<file path="config.mk">
export PLATFORM = sky130hd
export DESIGN_NAME = bp_me_cce_id_to_addr_sweep
export DESIGN_NICKNAME = d
export VERILOG_FILES = /design/src/rtl/bp_me_cce_id_to_addr_sweep.sv
export SDC_FILE = /design/constraint.sdc
export NUM_CORES = 1
export LEC_CHECK = 0
export BUFFER_PORTS_ARGS = -buffer_cell sky130_fd_sc_hd__buf_4
export CAP_MARGIN = 20
export CORE_UTILIZATION = 39
export CTS_CLUSTER_DIAMETER = 60
export DETAILED_ROUTE_END_ITERATION = 7
export PLACE_DENSITY = 0.78
export SYNTH_ARGS = -nofsm -noshare
export SYNTH_HDL_FRONTEND = slang
export SYNTH_SLANG_ARGS = --single-unit
</file>
<file path="constraint.sdc">
create_clock -name clk_i -period 1.5 [get_ports clk_i]
set_clock_uncertainty 0.1 [all_clocks]
set_input_delay 0.225 -clock clk_i [delete_from_list [all_inputs] [get_ports clk_i]]
set_output_delay 0.225 -clock clk_i [all_outputs]
set_load 0.01 [all_outputs]
</file>
<file path="src/rtl/bp_me_cce_id_to_addr_sweep.sv">
// Walks every cache-block address in the DRAM region that the address striping
// rule assigns to one CCE. This is the inverse of the address-to-CCE mapping.
// Directory init and flush sweeps use it.
module bp_me_cce_id_to_addr_sweep
  #(parameter int                       paddr_width_p     = 40
  , parameter int                       cce_id_width_p    = 6
  , parameter int                       num_cce_p         = 4
  , parameter int                       lce_sets_p        = 64
  , parameter int                       cce_block_width_p = 512
  , parameter logic [paddr_width_p-1:0] dram_base_addr_p  = 40'h00_8000_0000
  )
  (input  logic                      clk_i
  , input  logic                      reset_i
  , input  logic                      start_i
  , input  logic [cce_id_width_p-1:0] cce_id_i
  , output logic                      ready_o
  , output logic [paddr_width_p-1:0]  addr_o
  , output logic                      addr_v_o
  , input  logic                      addr_yumi_i
  , output logic                      done_o
  );

  localparam int block_offset_lp = $clog2(cce_block_width_p/8);
  localparam int lg_num_cce_lp   = $clog2(num_cce_p);
  localparam int sets_per_cce_lp = lce_sets_p/num_cce_p;
  localparam int idx_width_lp    = (sets_per_cce_lp > 1) ? $clog2(sets_per_cce_lp) : 1;

  // Keeps only the id bits that select a CCE. With one CCE the mask is zero,
  // so every block belongs to CCE 0.
  localparam logic [cce_id_width_p-1:0] cce_mask_lp  = cce_id_width_p'(num_cce_p-1);
  localparam logic [idx_width_lp-1:0]   last_idx_lp  = idx_width_lp'(sets_per_cce_lp-1);

  typedef enum logic [1:0] {IDLE_S, SWEEP_S, DONE_S} state_e;

  state_e                    state_q, state_d;
  logic [idx_width_lp-1:0]   idx_q, idx_d;
  logic [cce_id_width_p-1:0] cce_id_q, cce_id_d;
  logic [paddr_width_p-1:0]  block_num;

  // Block number interleaves the index above the CCE id bits.
  // Outside a sweep, the output rests at the region base.
  always_comb begin
    block_num = (paddr_width_p'(idx_q) << lg_num_cce_lp) | paddr_width_p'(cce_id_q);
    addr_o    = dram_base_addr_p;
    if (state_q == SWEEP_S)
      addr_o = dram_base_addr_p + (block_num << block_offset_lp);
  end

  // Next-state logic and handshake outputs for IDLE -> SWEEP -> DONE.
  always_comb begin
    state_d  = state_q;
    idx_d    = idx_q;
    cce_id_d = cce_id_q;
    ready_o  = 1'b0;
    addr_v_o = 1'b0;
    done_o   = 1'b0;
    case (state_q)
      IDLE_S: begin
        ready_o = 1'b1;
        if (start_i) begin
          state_d  = SWEEP_S;
          idx_d    = '0;
          cce_id_d = cce_id_i & cce_mask_lp;
        end
      end
      SWEEP_S: begin
        addr_v_o = 1'b1;
        if (addr_yumi_i) begin
          if (idx_q == last_idx_lp)
            state_d = DONE_S;
          else
            idx_d = idx_q + idx_width_lp'(1);
        end
      end
      DONE_S: begin
        done_o  = 1'b1;
        state_d = IDLE_S;
      end
      default: state_d = IDLE_S;
    endcase
  end

  // State, index and captured id registers. Reset is synchronous.
  always_ff @(posedge clk_i) begin
    if (reset_i) begin
      state_q  <= IDLE_S;
      idx_q    <= '0;
      cce_id_q <= '0;
    end else begin
      state_q  <= state_d;
      idx_q    <= idx_d;
      cce_id_q <= cce_id_d;
    end
  end

  // A consumer must not accept an address that is not being offered.
  always_ff @(posedge clk_i) begin
    if (!reset_i)
      assert (!(addr_yumi_i && !addr_v_o));
  end

endmodule

</file>
# ---- Word level (Yosys, flattened, before mapping)
# Index checks and enable logic that the tools add are counted.
dict set report op_classes {
  n_addsub 2
  n_eq_ne 7
  mux 12
  bitwise 1
  n_reduce_logical 5
}
# op count
set ops {}
lappend ops {{$mux 40} 1}
lappend ops {{$add 32x12->33 const A} 1}
lappend ops {{$mux 4} 3}
lappend ops {{$pmux 4 s2} 1}
lappend ops {{$mux 2} 3}
lappend ops {{$ne 2x2->1 const B} 3}
lappend ops {{$or 6x2->6} 1}
lappend ops {{$add 4x1->4 const B} 1}
lappend ops {{$eq 4x4->1 const B} 1}
lappend ops {{$pmux 2 s2} 1}
lappend ops {{$reduce_and 4->1} 1}
lappend ops {{$mux 1} 3}
lappend ops {{$reduce_and 3->1} 1}
lappend ops {{$eq 2x1->1 const B} 1}
lappend ops {{$eq 2x2->1 const B} 1}
lappend ops {{$logic_not 2->1} 1}
lappend ops {{$ne 2x1->1 const B} 1}
lappend ops {{$reduce_and 2->1} 1}
lappend ops {{$reduce_bool 2->1} 1}
dict set report word_totals {
  regBits 8
  inputBits 10
  out_inout_bits 43
  elab_cells 30
}

# ---- Longest topological paths before layout
# Gate-level depths: netlist (run 1).
dict set report depth {
  ltp_word 4
  mapped_depth 4
  depth_no_buf 4
}

# ---- Least setup slack after synthesis (run 1)
# Ideal clock, no wire load.
dict set report synth_path {
  kind {reg2reg}
  start {register idx_q[0]}
  end {register idx_q[0]}
  arrival_time_ns 1.235
  required_time_ns 1.333
  setup_slack_ns 0.099
  stages_incl_launch_ff 5
  n_path_buf 0
  path_cell_list {dfxtp_1 ha_1 and3_1 or3_1 a21oi_2}
}
dict set report synth_via {
  elab_chain_cells 4
  word_cells_on_any_way 7
  classes_between {add/sub: 1; eq/ne: 2; mux: 3; reduce/logical: 1}
}
# item line
set synth_rtl {}
lappend synth_rtl {{start: declaration} 36} ;# logic [idx_width_lp-1:0] idx_q, idx_d;
lappend synth_rtl {{start signal: assignment} 91} ;# idx_q <= idx_d;
lappend synth_rtl {{$add 4x1->4} 72} ;# idx_d = idx_q + idx_width_lp'(1);
lappend synth_rtl {{$mux 4} 69} ;# if (idx_q == last_idx_lp)
lappend synth_rtl {{$mux 4} 68} ;# if (addr_yumi_i) begin
lappend synth_rtl {{$pmux 4 s2} 57} ;# case (state_q)
# Several ways; a longest one is shown, not always the timed one. The select of a mux whose other input is x is not followed.
# A chain may end at the register's enable or synchronous reset.

# ---- Final worst setup path (run 1)
dict set report layout_path {
  start {register state_q[0]}
  end {output port addr_o[7]}
}
dict set report layout_via {
  elab_chain_cells 2
}
# item line
set layout_rtl {}
lappend layout_rtl {{start: declaration} 35} ;# state_e state_q, state_d;
lappend layout_rtl {{start signal: assignment} 90} ;# state_q <= state_d;
lappend layout_rtl {{$eq 2x1->1} 45} ;# if (state_q == SWEEP_S)
lappend layout_rtl {{$mux 40} 45}
lappend layout_rtl {{end: declaration} 17} ;# , output logic [paddr_width_p-1:0] addr_o
# No other way between the ends.

==> run summary, run 1 <==
Synth Area in Adders: 0.0178
Synth area leader: buf_4
Synth Area in Simple Gates: 0.263
Status: finished, final reports clean
Clk_lat worst skew: 260 ps
Post-DP HPWL: 872 um
Hold depth: 2
FP Rows: 14
Largest net degree at the start of global routing: 10
Die height: 44.5 um
Port bufs: 14
Kind of critical path: register to output port
CTS tree: yes
Initial Utilization: 0.442
IO Pins: 53
Hold EP: idx_q[0]
Pwr Total: 502 uW
Vias: 541
Leak Pwr: 0.000367 uW
Pre-CTS setup slack: 11.8 ps
Area grow syn2layout: 4.97%
Power Dens Cells: 679 nW/um^2
Proportion of synthesized area in mux cells: 0.0142
Vias in the first global route: 432
Num CTS Buffers: 3
H-tree levels: 1
Switching Fraction: 0.317
Largest family of logic cells by synthesized area: buffers and inverters
Seq/Total Area, Yosys: 0.227
Worst path bufs/invs: 1
Max-cap viol count: 0
Initial antenna violation count: 0
Antenna Nets Post-Route: 0
Syn Inst Count: 87
Internal power: 343 uW
Clock Sinks: 8
WL per Instance: 9.98 um
Setup TNS: 0 ps
Clk buf depth: 2
Commonest cells post-synth: buf_4 (34), dfxtp_1 (8), and2_1 (6)
NumNets Final: 113
Launch point of the worst reg-to-reg path: idx_q[1]
Chip Width: 44.5 um
Postcts setup bufs: 0
Initial DRC Count: 31
Fin. Hold Viols: 0
Yosys reg bits: 8
R2r endpoint: idx_q[0]
Critical Path AT: 1140 ps
Most common cell in the netlist: buf_4
Die area: 1980 um^2
Number of synthesized flops with an enable pin: 0
Startpoint class of the critical path: register
CP Capture Type: output port
Critical-path top delay cell: dfxtp_4
Seq pwr share: 0.451
Hold Crit Class: input pin to register
Largest cells by area after synthesis: buf_4 (36%), dfxtp_1 (23%), and2_1 (5.3%), nand4b_1 (3.7%), nand3b_1 (3.2%)
Root Buffer Master: clkbuf_4
Area share of xor/xnor cells in the synthesized design: 0
Share of the synthesized area in the top cell type: 0.362
Sw Pwr: 159 uW
Max-slew violations: 0
Crit path cell chain: nor2b_2 > and2_1 > buf_4
Peak supply drop: 0.000333 V
Final setup viols: 0
Worst hold start: reset_i
Final min period: 1460 ps
WL final: 1.24 mm
First-pass DRT Iterations: 4
DRC: 0
Crit-path max FO: 8
Post-synthesis compound-gate area fraction: 0.0799
Clock share of power: 0.349
Ys async rst share: 0
Synth Warn #: 0
Diode count: 0
Clock slew at reported path FFs: 60 ps
Tcrit/Tclk final: 0.976
Worst Reg2Reg Path Length in Cells: 4
CP max stage delay: 380 ps
GP Congestion: 0.850
FMAX: 0.683 GHz
Post-Syn Area: 704 um^2
Post-synth cell types: 27
Layout cell share with drive strength beyond 1: 0.250
Global-route wire length before repair: 1.86 mm
Post-layout util: 0.464
Crit-path leading delay family: simple AND/OR/NAND/NOR gates
Worst endpoint required time: 1170 ps
Reg2reg setup slack: 40 ps
Synth Flop Type: dfxtp_1
GRT Total Usage: 0.131
Core Area: 1590 um^2
Syn Area/Cell: 8.10 um^2
Overflow after GRT: 0
Comb pwr share: 0.200
Worst Slack Setup Final: 36.6 ps
Vias per cell: 4.36
## through the flow
step	hold slack (ps)	instances	cell area [um^2]
5_1_grt	79.3	124	739
4_1_cts	76.9	123	726
2_1_floorplan	272	119	825
3_3_place_gp	342	121	698
6_report	79.3	124	739
3_5_place_dp	350	121	698
## worst register-to-register path, delay by kind of cell, from the launching register on
kind	cells	cell delay, ps
compound gates	1	130
simple gates	2	620
flops	1	330
fa+ha+maj	1	210
## worst max-delay path by stage
stage,endpoint,start,slack (ps),cells past startpoint
after floorplan,idx_q[0],idx_q[0],100,4
after global placement,idx_q[0],idx_q[0],50,4
after detailed placement,idx_q[0],idx_q[0],10,4
after CTS,idx_q[0],idx_q[0],0.7,4
after global routing,idx_q[0],idx_q[1],-20,4
final,addr_o[7],state_q[0],40,3
## registers in the layout, summed over array words and instances, names as in the netlist
signal	flops
cce_id_q	2
idx_q	4
state_q	2
## layout make-up
type                    instances  area [um^2]
clock buffers                   3         22.5
fillers                       171          855
inverters                       1         3.75
multi-input cells              74          412
flip-flops and latches          8          166
well taps                      24         30.0
repair buffers                 14          105
## what timing repair did
item / in CTS / in global routing
hold endpoints to repair: 0 / 0
gates resized for setup: 5 / 3
gates cloned: 0 / 1
pin swaps: 0 / 1
hold buffers: 0 / 0
endpoints found under the setup margin: 6 / 8
## per-layer routing
| metal | GRT usage | part of all wire |
|---|---|---|
| met1 | 0.153 | 0.41 |
| met3 | 0.0531 | 0.097 |
| met5 | 0 | 0 |
| met2 | 0.194 | 0.48 |
| met4 | 0.0909 | 0.0065 |
## power by group through the flow
| stage | sequential [uW] | combinational, uW | clock [uW] |
|---|---|---|---|
| 6_report | 226 | 100 | 175 |
| 5_1_grt | 228 | 112 | 189 |
| 4_1_cts | 225 | 96.7 | 177 |
| 3_5_place_dp | 230 | 97.4 | 0 |
| 3_3_place_gp | 230 | 95.7 | 0 |
| 2_1_floorplan | 229 | 137 | 0 |
## cell usage in the layout (no fill, tap or decap), types with 2 or more instances in the layout
master,netlist,layout
buf_4,34,14
nand2_1,2,2
o211ai_1,2,2
a21oi_1,3,3
nand4b_1,3,3
o2111ai_1,2,2
and2_1,6,6
nand3_1,4,4
nand3b_1,3,3
conb_1,2,34
dfxtp_1,8,5
clkbuf_4,0,3
dfxtp_2,0,2
nor3b_1,2,2
## cell families after synthesis
kind of cell | Yosys count
AND/OR/NAND/NOR | 29
flip-flops | 8
adder cells (fa/ha/maj) | 1
AO/OA/AOI/OAI | 8
multiplexers | 1
buffers and inverters | 38
other | 2
No activity file was read; power rests on OpenSTA's default activity.
==> run 2, diff against run 1 <==
--- a/config.mk
+++ b/config.mk
@@ -7,10 +7,10 @@
 export LEC_CHECK = 0
 export BUFFER_PORTS_ARGS = -buffer_cell sky130_fd_sc_hd__buf_4
 export CAP_MARGIN = 20
-export CORE_UTILIZATION = 39
+export CORE_UTILIZATION = 42
 export CTS_CLUSTER_DIAMETER = 60
 export DETAILED_ROUTE_END_ITERATION = 7
-export PLACE_DENSITY = 0.78
+export PLACE_DENSITY = 0.83
 export SYNTH_ARGS = -nofsm -noshare
 export SYNTH_HDL_FRONTEND = slang
 export SYNTH_SLANG_ARGS = --single-unit
==> constraint.sdc (replaced) <==
create_clock -name clk_i -period 1.82 [get_ports clk_i]
set_clock_uncertainty 0.1 [all_clocks]
set_input_delay 0.273 -clock clk_i [delete_from_list [all_inputs] [get_ports clk_i]]
set_output_delay 0.273 -clock clk_i [all_outputs]
set_load 0.01 [all_outputs]
==> run summary, run 2 (synthesis results as in run 1) <==
Reg with most FFs: idx_q
Most common cell after layout, fill and taps aside: conb_1
Max-cap viol count: 0 (unchanged)
H-tree levels: 1 (unchanged)
WL per Instance: 8.65 um (-13%)
Vias: 502 (-7.2%)
Final setup viols: 0 (unchanged)
Tcrit/Tclk final: 0.918
Die area: 1850 um^2 (-6.8%)
Port bufs: 14 (unchanged)
Worst hold start: reset_i
Crit-path max FO: 7 (-1)
Post-CTS Hold Buffers: 0 (unchanged)
Final min period: 1670 ps
NumNets Final: 113 (unchanged)
Core Area: 1540 um^2 (-3.3%)
Status: finished, final reports clean
Max-slew violations: 0 (unchanged)
CP Capture Type: output port
Postcts setup bufs: 0 (unchanged)
Post-DP HPWL: 812 um (-6.8%)
Hold Crit Class: input pin to register
Chip Width: 43.0 um (-3.5%)
Initial Utilization: 0.457 (+0.0151)
Root Buffer Master: clkbuf_4
First-pass DRT Iterations: 2 (-2)
Critical Path AT: 1300 ps (+160 ps)
Max reg flops: 4 (unchanged)
Clock slew at reported path FFs: 60 ps (about the same)
Sequential cell area: 160 um^2 (-3.8%)
Hold depth: 2 (unchanged)
Power Dens Cells: 570 nW/um^2 (-16%)
Initial antenna violation count: 0 (unchanged)
Clk_lat worst skew: 250 ps (about the same)
Global-route wire length before repair: 1.52 mm (-19%)
Top Registers: idx_q: 4 flops, cce_id_q: 2 flops, state_q: 2 flops
GP Congestion: 0.838 (-1.4%)
Most frequent cells in the layout: conb_1 (34), buf_4 (15), dfxtp_1 (8), and2_1 (6), nand3_1 (4)
Clock Sinks: 8 (unchanged)
DRC: 0 (unchanged)
Launch point of the worst reg-to-reg path: idx_q[0]
GRT Total Usage: 0.112 (-0.0192)
Clk buf depth: 2 (unchanged)
Leak Pwr: 0.000367 uW (-0.18%)
Overflow after GRT: 0 (unchanged)
Critical Path Start: state_q[0]
Vias per cell: 4.33 (-0.81%)
Layout cell share with drive strength beyond 1: 0.190 (-0.0600)
Worst endpoint required time: 1450 ps (+280 ps)
IO Pins: 53 (unchanged)
Largest net degree at the start of global routing: 9 (-1)
Fin Hold WS: 135 ps (+56.0 ps)
Vias in the first global route: 380 (-12%)
Antenna Nets Post-Route: 0 (unchanged)
Area of the multi-input gates: 392 um^2 (-4.9%)
Setup TNS: 0 ps (unchanged)
Area grow syn2layout: 0.888%
FP Rows: 14 (unchanged)
Unrepaired setup endpoints after global routing: no
Diode count: 0 (unchanged)
Peak supply drop: 0.000280 V (-16%)
Initial DRC Count: 6 (-81%)
Kind of critical path: register to output port
Num CTS Buffers: 3 (unchanged)
Worst Reg2Reg Path Length in Cells: 4 (unchanged)
Startpoint class of the critical path: register
WL final: 1.00 mm (-19%)
Filler cells: 153 (-11%)
Die height: 43.0 um (-3.5%)
Fin. Hold Viols: 0 (unchanged)
FMAX: 0.598 GHz
CTS tree: yes
# resized after CTS: 0 (-5)
==> run 2: cell types whose count changed in the layout (fill, tap and decap cells not counted), sizes merged <==
cell,before,now
buf,14,15
nor2b,2,1
==> run 2: metrics by stage <==
stage | total power (uW) | std cells | util | cell area (um^2) | setup WS, ps
2_1_floorplan | 301 | 119 | - | 825 | 419
3_3_place_gp | 268 | 113 | 0.446 | 688 | 371
3_5_place_dp | 269 | 113 | 0.446 | 688 | 357
4_1_cts | 408 | 116 | 0.461 | 711 | 143
5_1_grt | 430 | 116 | 0.461 | 711 | 37.9
6_report | 405 | 116 | 0.461 | 711 | 149
==> run 2: routing by layer <==
layer	track usage	vias to the layer above	part of all wire
met3	0.0383	0	0.078
li1	-	254	-
met1	0.135	221	0.46
met2	0.167	27	0.46
met5	0	-	0
met4	0.0727	0	0
==> run 2: worst paths after layout <==
kind	endpoint	slack (ps)
worst min-delay path	idx_q[0]	140
worst max register to register	idx_q[0]	350
worst min register to register	cce_id_q[1]	350
worst max-delay path	addr_o[11]	150
==> run 2: cell type report <==
type | instances | share of cell area
multi-input cells | 73 | 0.551
flip-flops and latches | 8 | 0.225
repair buffers | 15 | 0.158
clock buffers | 3 | 0.0317
well taps | 16 | 0.0282
inverters | 1 | 0.00528
==> run 2: where the power goes <==
group | internal [uW] | switching (uW)
registers | 181 | 4.89
clock network | 75.7 | 63.7
logic | 24.9 | 55.3
total | 281 | 124
==> run 2: worst max-delay path, cell delays in order (launching register included) <==
cell and delay, ps:
dfxtp_1 420, nor2b_1 220, buf_4 170, and2_1 120, buf_4 110
